$ cat config.mk
export PLATFORM = sky130hd
export DESIGN_NAME = ps2_keyboard_rx
export DESIGN_NICKNAME = d
export VERILOG_FILES = /design/src/rtl/ps2_keyboard_rx.sv
export SDC_FILE = /design/constraint.sdc
export NUM_CORES = 1
export LEC_CHECK = 0
export CORE_MARGIN = 5
export CORE_UTILIZATION = 62
export DETAILED_ROUTE_END_ITERATION = 8
export PLACE_DENSITY = 0.82
export SYNTH_ARGS = -nofsm -noshare
export SYNTH_HDL_FRONTEND = slang
export SYNTH_SLANG_ARGS = --single-unit
$ cat constraint.sdc
create_clock -name CLK -period 4.5 [get_ports CLK]
set_input_delay 0.45 -clock CLK [delete_from_list [all_inputs] [get_ports CLK]]
set_output_delay 0.45 -clock CLK [all_outputs]
set_load 0.05 [all_outputs]
$ cat src/rtl/ps2_keyboard_rx.sv
// PS/2 device-to-host frame receiver with make/break tracking.
// Presents each valid scan-code byte with a one-cycle strobe and drives a key-held LED.
module ps2_keyboard_rx #(
    parameter int unsigned TIMEOUT_CYCLES = 4096,
    parameter logic [7:0]  BREAK_CODE     = 8'hF0
) (
    input  logic       PS2_CLK,
    input  logic       PS2_DATA,
    input  logic       CLK,
    input  logic       reset,
    output logic       LED,
    output logic [7:0] data_out,
    output logic       new_code
);

    localparam int unsigned TmoW = $clog2(TIMEOUT_CYCLES + 1);

    typedef enum logic [1:0] {StIdle, StRecv, StCheck} state_e;

    state_e            state_q;
    logic              clk_s1_q, clk_s2_q, clk_prev_q;
    logic              dat_s1_q, dat_s2_q;
    logic [3:0]        cnt_q;
    logic [9:0]        shift_q;
    logic [TmoW-1:0]   tmo_q;
    logic              brk_q;
    logic              led_q;
    logic              new_code_q;
    logic [7:0]        data_q;
    logic              fall;

    assign fall = clk_prev_q & ~clk_s2_q;

    always_ff @(posedge CLK) begin
        if (reset) begin
            state_q    <= StIdle;
            clk_s1_q   <= 1'b1;
            clk_s2_q   <= 1'b1;
            clk_prev_q <= 1'b1;
            dat_s1_q   <= 1'b1;
            dat_s2_q   <= 1'b1;
            cnt_q      <= 4'd0;
            shift_q    <= 10'd0;
            tmo_q      <= '0;
            brk_q      <= 1'b0;
            led_q      <= 1'b0;
            new_code_q <= 1'b0;
            data_q     <= 8'h00;
        end else begin
            clk_s1_q   <= PS2_CLK;
            clk_s2_q   <= clk_s1_q;
            clk_prev_q <= clk_s2_q;
            dat_s1_q   <= PS2_DATA;
            dat_s2_q   <= dat_s1_q;
            new_code_q <= 1'b0;
            unique case (state_q)
                StIdle: begin
                    cnt_q <= 4'd0;
                    tmo_q <= '0;
                    if (fall && !dat_s2_q) begin
                        cnt_q   <= 4'd1;
                        state_q <= StRecv;
                    end
                end
                StRecv: begin
                    if (fall) begin
                        tmo_q   <= '0;
                        // After ten shifts: [7:0]=D0..D7, [8]=parity, [9]=stop.
                        shift_q <= {dat_s2_q, shift_q[9:1]};
                        if (cnt_q == 4'd10) begin
                            cnt_q   <= 4'd0;
                            state_q <= StCheck;
                        end else begin
                            cnt_q <= cnt_q + 4'd1;
                        end
                    end else if (tmo_q >= TmoW'(TIMEOUT_CYCLES - 1)) begin
                        tmo_q   <= '0;
                        cnt_q   <= 4'd0;
                        state_q <= StIdle;
                    end else begin
                        tmo_q <= tmo_q + TmoW'(1);
                    end
                end
                StCheck: begin
                    state_q <= StIdle;
                    if (shift_q[9] && (^shift_q[8:0])) begin
                        data_q     <= shift_q[7:0];
                        new_code_q <= 1'b1;
                        if (shift_q[7:0] == BREAK_CODE) begin
                            brk_q <= 1'b1;
                        end else if (brk_q) begin
                            led_q <= 1'b0;
                            brk_q <= 1'b0;
                        end else begin
                            led_q <= 1'b1;
                        end
                    end
                end
                default: state_q <= StIdle;
            endcase
        end
    end

    assign LED      = led_q;
    assign data_out = data_q;
    assign new_code = new_code_q;

endmodule

==> results.cfg, run 1 <==
[critical_path]
required_ns = 4.75
cp.arrival_ns = 2.69
worst-r2r-setup-slack_ns = 2.06
startpoint_type = flip-flop
r2r_end = cnt_q[0]
worst-setup-path-type = flip-flop to flip-flop
reg2regPathDepth = 5
worst-path-max-fanout = 17
crit_path_start = tmo_q[0]
crit_path_end_kind = flip-flop
rr_startpoint = tmo_q[0]

[logic_synthesis]
syn_nets = 252
yosysTopAreaCellShare = 0.436
synthTopCellsByArea = dfxtp_1, nand2_1, a21oi_1
synthFlopType = dfxtp_1
yosys.area.top_type = dfxtp_1
synthArstFlopShare = 0
synthDistinctLibCells = 45
synth_area_um2 = 2070
ys_warn_count = 0
synth_edf_count = 0
synthCells = 241
avgSynthCellArea_um2 = 8.58
yosysSeqAreaShare = 0.436
synth-seq-cells = 45

[timing]
finalSetupTns_ns = 0
rsz0062_at_grt = false
max_freq_mhz = 410
finalCritPeriodShare = 0.541
post-route-min-period_ns = 2.44
skew_ns = 0.00935
tightestPinTransition_ns = 0.964
slew_headroom = 0.354
hold_violations = 0
report.final.slew_viol_count = 0
setup_viol = 0

[placement]
io_buffers = 13
dp_hpwl_um = 2590
gp_congestion = 0.777

[floorplanning]
die-area_um2 = 4590
floorplan.initialDensity = 0.629
die-width_um = 67.7
core_area_um2 = 3280
pin_count = 14
rows = 21
dieHeight_um = 67.7

[hold_path]
hold_depth = 1
worstHoldPathType = flip-flop to flip-flop
min_to = clk_s2_q
hold_start = clk_s1_q

[detailed_routing]
routed_wl_um = 3930
ant_nets = 0
drt-initial-drc-count = 183
viasPerCell = 5.88
first_pass_iters = 6
wl_per_cell_um = 13.3
drc = 0
vias = 1741

[finish]
fillers = 268
drive_gt1_frac = 0.0880
nNetsFinal = 260
area_growth_pct = 10.1
diodes = 0

[cts]
clk_latency_ns = 0.36
cts_repair_resize_count = 0
cts_buffer_depth = 2
root_buffer = clkbuf_4
clk_pin_slew_ns = 0.13
holdBufCountCts = 0
cts_setup_buffers = 0
cts_made_buffers = 5
clkSinkCount = 45
cts_tree = done
h-tree-depth = 2

[pwr]
p_switching_mw = 0.135
seqPwrFrac = 0.635
power_mw = 0.632
power_density_nw_per_um2 = 278
combPwrFrac = 0.023
pwr-share-clk = 0.342
swShare = 0.214
p_leak_nw = 0.708
peakVddDrop_uv = 239
p_int_mw = 0.497

[global_routing]
grt_pass1_wl_um = 6980
grt.total_usage = 0.200
grt_max_degree = 51
antenna_found_initial = 0
grt_pass1_vias = 1568
grt_overflow = 0

[outcome]
outcome = completed

[flow_run]
cap_violations = 0
critical path, cell delays in order, from the launching register on:
cell	delay, ns
dfxtp_1	0.45
ha_1	0.32
a21oi_1	0.07
nand4bb_1	0.64
a21oi_2	0.48
mux2_2	0.37
metrics by stage:
step                      instances  instance area (µm²)  hold WS, ns  utilization  worst slack [ns]
after floorplan                 241                 2070        0.389            -              2.74
after global placement          288                 2210        0.395        0.672              2.19
after detailed placement        288                 2210        0.401        0.672              2.15
after CTS                       296                 2280        0.433        0.693              2.11
after global routing            296                 2280        0.440        0.693              1.82
final                           296                 2280        0.429        0.693              2.06
synthesized netlist by cell type (2+ instances only):
master and instances:
o32ai_1 3, nand4b_1 2, dfxtp_1 45, a31oi_1 9
nor3_1 3, nand3b_1 4, or2_2 5, o211ai_1 2
buf_2 3, o21ai_0 9, and4_1 2, ha_1 7
nor2_1 9, xor2_1 2, nand2_1 40, nor3b_1 2
a21oi_1 23, or3_1 3, a32oi_1 2, nand2b_1 4
nand4_1 10, mux2_2 2, nand3_1 15, inv_1 5
clkbuf_1 10
final cells by class:
| class | count | area (µm²) | share of cell area |
|---|---|---|---|
| clock buffers | 7 | 65.1 | 0.0286 |
| clock inverters | 1 | 5.00 | 0.00220 |
| inverters | 6 | 22.5 | 0.00990 |
| multi-input cells | 176 | 1080 | 0.474 |
| flip-flops and latches | 45 | 901 | 0.396 |
| well taps | 46 | 57.6 | 0.0253 |
| repair buffers | 15 | 145 | 0.0638 |
layer usage:
metal	up-vias	global-route usage	part of all wire
met5	-	0	0
met4	0	0.0608	0.011
met3	6	0.0582	0.034
met2	26	0.332	0.49
met1	823	0.248	0.46
li1	886	-	-
cells by family after synthesis:
family	share of synthesized area
muxes	0.0109
AOI/OAI and AO/OA	0.154
and+or+nand+nor	0.284
DFF	0.436
xor gates and xnor gates	0.0315
buffers and inverters	0.0418
adders and majority gates	0.0424
flip-flops by register name, summed over array words and instances, names as in the netlist:
name,count
brk_q,1
dat_s1_q,1
dat_s2_q,1
tmo_q,13
shift_q,10
state_q,2
new_code,1
LED,1
clk_s2_q,1
clk_s1_q,1
data_out,8
clk_prev_q,1
cnt_q,4
layout by cell type (no fill, tap or decap), types with 2 or more instances in the layout:
master	count
dfxtp_1	45
nand2_1	40
a21oi_1	23
nand3_1	15
clkdlybuf4s50_1	13
nand4_1	10
nor2_1	9
o21ai_0	9
a31oi_1	9
ha_1	7
inv_1	5
or2_2	5
clkbuf_4	5
nand3b_1	4
nand2b_1	4
o32ai_1	3
nor3_1	3
or3_1	3
and4_1	2
nor3b_1	2
xor2_1	2
o211ai_1	2
nand4b_1	2
a32oi_1	2
mux2_2	2
clkbuf_8	2
buf_4	2
how the worst max path moves through the flow:
stage,cells past startpoint,end
6_report,5,cnt_q[0]
5_1_grt,5,cnt_q[0]
4_1_cts,5,cnt_q[0]
3_5_place_dp,5,cnt_q[0]
3_3_place_gp,5,cnt_q[0]
2_1_floorplan,5,brk_q
power groups by stage:
| stage | clock (mW) | sequential [mW] | combinational, mW |
|---|---|---|---|
| final | 0.216 | 0.402 | 0.0145 |
| after global routing | 0.244 | 0.402 | 0.0158 |
| after CTS | 0.225 | 0.402 | 0.0145 |
| after detailed placement | 0 | 0.411 | 0.0144 |
| after global placement | 0 | 0.411 | 0.0144 |
| after floorplan | 0 | 0.410 | 0.00982 |
Power figures use the tool's default switching activity.
==> run 2, diff against run 1 <==
--- a/config.mk
+++ b/config.mk
@@ -6,9 +6,9 @@
 export NUM_CORES = 1
 export LEC_CHECK = 0
 export CORE_MARGIN = 5
-export CORE_UTILIZATION = 62
+export CORE_UTILIZATION = 57
 export DETAILED_ROUTE_END_ITERATION = 8
-export PLACE_DENSITY = 0.82
+export PLACE_DENSITY = 0.76
 export SYNTH_ARGS = -nofsm -noshare
 export SYNTH_HDL_FRONTEND = slang
 export SYNTH_SLANG_ARGS = --single-unit
==> constraint.sdc (replaced) <==
create_clock -name CLK -period 2.5 [get_ports CLK]
set_input_delay 0.25 -clock CLK [delete_from_list [all_inputs] [get_ports CLK]]
set_output_delay 0.25 -clock CLK [all_outputs]
set_load 0.05 [all_outputs]
==> results.cfg, run 2 (synthesis results as in run 1) <==
[placement]
io_buffers = 13
dp_hpwl_um = 2780
gp_congestion = 0.867

[floorplanning]
die-area_um2 = 4930
die-width_um = 70.2
dieHeight_um = 70.2
pin_count = 14
floorplan.initialDensity = 0.605
rows = 21
core_area_um2 = 3420

[cts]
clk_latency_ns = 0.35
cts_buffer_depth = 2
cts_setup_buffers = 0
clkSinkCount = 45
cts_tree = done
cts_repair_resize_count = 0
clk_pin_slew_ns = 0.13
cts_made_buffers = 5
h-tree-depth = 2
root_buffer = clkbuf_4
holdBufCountCts = 0

[timing]
slew_headroom = 0.352
setup_viol = 0
post-route-min-period_ns = 2.13
max_freq_mhz = 468
finalSetupTns_ns = 0
hold_violations = 0
rsz0062_at_grt = false
skew_ns = 0.00313
tightestPinTransition_ns = 0.966
report.final.slew_viol_count = 0
finalCritPeriodShare = 0.854

[outcome]
outcome = completed

[detailed_routing]
first_pass_iters = 4
vias = 1761
viasPerCell = 5.89
drc = 0
ant_nets = 0
wl_per_cell_um = 13.4
drt-initial-drc-count = 184
routed_wl_um = 4000

[global_routing]
grt_max_degree = 24
grt.total_usage = 0.171
antenna_found_initial = 0
grt_overflow = 0
met1_usage = 0.259
busiest_layer = met1
grt_pass1_vias = 1487
use_met2 = 0.237
grt_use_met3 = 0.0359
grt_pass1_wl_um = 7040

[finish]
top_register = tmo_q
final_common_cell = dfxtp_1
diodes = 0
drive_gt1_frac = 0.0988
multiInputGateArea_um2 = 1080
final_cell_mix = dfxtp_1, nand2_1, a21oi_1, nand3_1, clkdlybuf4s50_1
register_area_um2 = 901
largest_reg_flops = 13
nNetsFinal = 263
area_growth_pct = 11.0
fillers = 294

[pwr]
power_density_nw_per_um2 = 489
seqPwrFrac = 0.644
p_switching_mw = 0.252
swShare = 0.225
peakVddDrop_uv = 412
power_mw = 1.12
p_leak_nw = 0.720
pwr-share-clk = 0.331
p_int_mw = 0.870
combPwrFrac = 0.024

[critical_path]
cp_slowest_cell = xor2_1
worst-path-max-fanout = 11
path_buf_inv = 0
critPathTopFamily = XOR/XNOR gates
path_cells = ha_1, xnor3_1, xor2_1, nor2_1, a311oi_1
crit_path_max_incr_delay_ns = 0.58
startpoint_type = flip-flop
worst-setup-path-type = flip-flop to flip-flop
required_ns = 2.77
crit_path_end_kind = flip-flop
cp.arrival_ns = 2.41

[hold_path]
worstHoldPathType = flip-flop to flip-flop

[flow_run]
cap_violations = 0
-- run 2: cell types whose count changed in the layout (fill, tap and decap cells not counted), sizes merged --
cell,previous run,this run
buf,2,5
clkbuf,7,6
clkinv,2,3
-- run 2: per-stage QoR --
stage               instance area, µm²  hold WS, ns  instances  setup WS (ns)   util
detailed placement                2230        0.397        291          0.436  0.652
finish                            2290        0.425        299          0.365  0.671
floorplan                         2070        0.354        241          0.738      -
CTS                               2290        0.428        299          0.394  0.671
global placement                  2230        0.392        291          0.495  0.652
global route                      2290        0.443        299          0.166  0.671
-- run 2: power by group through the flow --
stage                     logic, mW  clock network [mW]  registers (mW)
after CTS                    0.0277               0.377           0.723
final                        0.0273               0.372           0.723
after global placement       0.0273                   0           0.739
after floorplan              0.0177                   0           0.738
after detailed placement     0.0275                   0           0.739
after global routing         0.0309               0.410           0.724
-- run 2: per-layer routing --
layer / up-vias / routed length, µm / share of wire
met5: - / 0 / 0
met2: 37 / 1690 / 0.42
li1: 900 / - / -
met4: 0 / 57 / 0.014
met1: 818 / 2090 / 0.52
met3: 6 / 158 / 0.039
-- run 2: worst register-to-register path, delay by kind of cell, from the launching register on --
kind	cells	cell delay [ns]
and+or+nand+nor	1	0.12
adders and majority gates	1	0.31
xor gates and xnor gates	2	1.00
AOI/OAI and AO/OA	1	0.26
DFF	1	0.36
-- run 2: worst paths after layout --
path / start / to / cells past startpoint / slack, ns
setup / recovery: shift_q[6] / LED / 5 / 0.37
hold / removal: dat_s1_q / dat_s2_q / 1 / 0.43
setup reg to reg: shift_q[6] / LED / 5 / 0.37
hold reg to reg: dat_s1_q / dat_s2_q / 1 / 0.43
-- run 2: layout make-up --
class	instances	share of cell area
multi-input cells	176	0.471
clock buffers	6	0.0224
well taps	46	0.0251
inverters	6	0.00982
clock inverters	2	0.00600
flip-flops and latches	45	0.393
repair buffers	18	0.0731
==> run 3, diff against run 2 <==
--- a/config.mk
+++ b/config.mk
@@ -8,6 +8,7 @@
 export CORE_MARGIN = 5
 export CORE_UTILIZATION = 57
 export DETAILED_ROUTE_END_ITERATION = 8
+export GPL_TIMING_DRIVEN = 0
 export PLACE_DENSITY = 0.76
 export SYNTH_ARGS = -nofsm -noshare
 export SYNTH_HDL_FRONTEND = slang
==> results.cfg, run 3 (synthesis results as in run 1) <==
[outcome]
outcome = completed

[critical_path]
cp.arrival_ns = 2.34
worst-r2r-setup-slack_ns = 0.42
worst-path-max-fanout = 8
worst-setup-path-type = flip-flop to flip-flop
r2r_end = cnt_q[0]
startpoint_type = flip-flop
reg2regPathDepth = 6
crit_path_end_kind = flip-flop
required_ns = 2.76
rr_startpoint = tmo_q[1]

[timing]
fin_ws_ns = 0.423
post-route-min-period_ns = 2.08
tightestPinTransition_ns = 0.531
report.final.slew_viol_count = 0
hold_violations = 0
finalCritPeriodShare = 0.831
rsz0062_at_grt = false
skew_ns = 0.0165
setup_viol = 0
finalSetupTns_ns = 0
slew_headroom = 0.644
max_freq_mhz = 482

[cts]
holdBufCountCts = 0
root_buffer = clkbuf_4
cts_setup_buffers = 0
h-tree-depth = 2
cts_tree = done
clk_latency_ns = 0.36
clk_pin_slew_ns = 0.13
cts_made_buffers = 5
cts_repair_resize_count = 0
cts_buffer_depth = 2
clkSinkCount = 45

[detailed_routing]
vias = 1829
ant_nets = 0
wl_per_cell_um = 14.5
drt-initial-drc-count = 181
first_pass_iters = 4
drc = 0
viasPerCell = 5.98
routed_wl_um = 4420

[finish]
largest_reg_flops = 13
finalNonFillerCells = 306
drive_gt1_frac = 0.0846
diodes = 0
top_register = tmo_q
nNetsFinal = 272
utilization = 0.673
final_common_cell = dfxtp_1
final_cell_mix = dfxtp_1, nand2_1, a21oi_1, nand3_1, clkdlybuf4s50_1
area_growth_pct = 11.1

[hold_path]
min_to = clk_s2_q
worstHoldPathType = flip-flop to flip-flop
hold_depth = 1
hold_start = clk_s1_q

[pwr]
p_leak_nw = 0.712
p_int_mw = 0.830
p_switching_mw = 0.247
combPwrFrac = 0.027
swShare = 0.230
power_mw = 1.08
pwr-share-clk = 0.302
seqPwrFrac = 0.671
power_density_nw_per_um2 = 469
peakVddDrop_uv = 277

[floorplanning]
floorplan.initialDensity = 0.605
pin_count = 14
die-area_um2 = 4930
dieHeight_um = 70.2
rows = 21
core_area_um2 = 3420
die-width_um = 70.2

[global_routing]
grt.total_usage = 0.191
antenna_found_initial = 0
grt_overflow = 0
grt_pass1_vias = 1673
grt_max_degree = 13
grt_pass1_wl_um = 7620

[placement]
dp_hpwl_um = 3200
pre_cts_ws_ns = 0.489
io_buffers = 13
gp_congestion = 0.817
dp.cells = 300

[flow_run]
cap_violations = 0
==> run 3: cell count changes in the layout (fill, tap and decap cells not counted) <==
| cell | previous run | this run |
|---|---|---|
| clkbuf_1 | 0 | 10 |
| buf_2 | 0 | 3 |
| buf_6 | 0 | 1 |
| buf_4 | 5 | 0 |
| clkbuf_8 | 1 | 0 |
| clkinv_4 | 1 | 0 |
==> run 3: worst max-delay path, cell delays in order (launching register included) <==
cell	delay, ns
dfxtp_1	0.46
ha_1	0.34
a21oi_1	0.08
nand4bb_1	0.19
clkbuf_1	0.21
a21oi_2	0.33
mux2_2	0.37
==> run 3: routing by layer <==
metal / vias up / share of wire / GRT usage
li1: 909 / - / -
met1: 868 / 0.46 / 0.235
met2: 43 / 0.48 / 0.316
met3: 9 / 0.043 / 0.0473
met4: 0 / 0.020 / 0.0766
met5: - / 0 / 0
==> run 3: layout make-up <==
type	instances	area, µm²
Fill cell	302	1120
Multi-Input combinational cell	176	1080
Sequential cell	45	901
Timing Repair Buffer	13	130
Buffer	14	63.8
Tap cell	46	57.6
Clock buffer	5	37.5
Inverter	6	22.5
Clock inverter	1	5.00
==> run 3: per-stage QoR <==
stage / hold WS (ns) / area [µm²]
2_1_floorplan: 0.354 / 2070
3_3_place_gp: 0.391 / 2250
3_5_place_dp: 0.396 / 2250
4_1_cts: 0.424 / 2300
5_1_grt: 0.447 / 2300
6_report: 0.420 / 2300
==> run 3: worst max path at each step <==
stage                     endpoint        from  cells after the start  slack, ns
after detailed placement  cnt_q[0]    tmo_q[0]                      6       0.49
after CTS                 cnt_q[0]    tmo_q[0]                      6       0.45
after floorplan              brk_q  shift_q[6]                      5       0.74
final                     cnt_q[0]    tmo_q[1]                      6       0.42
after global routing      cnt_q[0]    tmo_q[1]                      6       0.28
after global placement    cnt_q[0]    tmo_q[0]                      6       0.53
==> run 3: power by group through the flow <==
stage               clock network, mW  registers [mW]  logic (mW)
finish                          0.325           0.723      0.0295
global route                    0.356           0.724      0.0330
CTS                             0.326           0.723      0.0295
detailed placement                  0           0.739      0.0294
global placement                    0           0.739      0.0290
floorplan                           0           0.738      0.0177
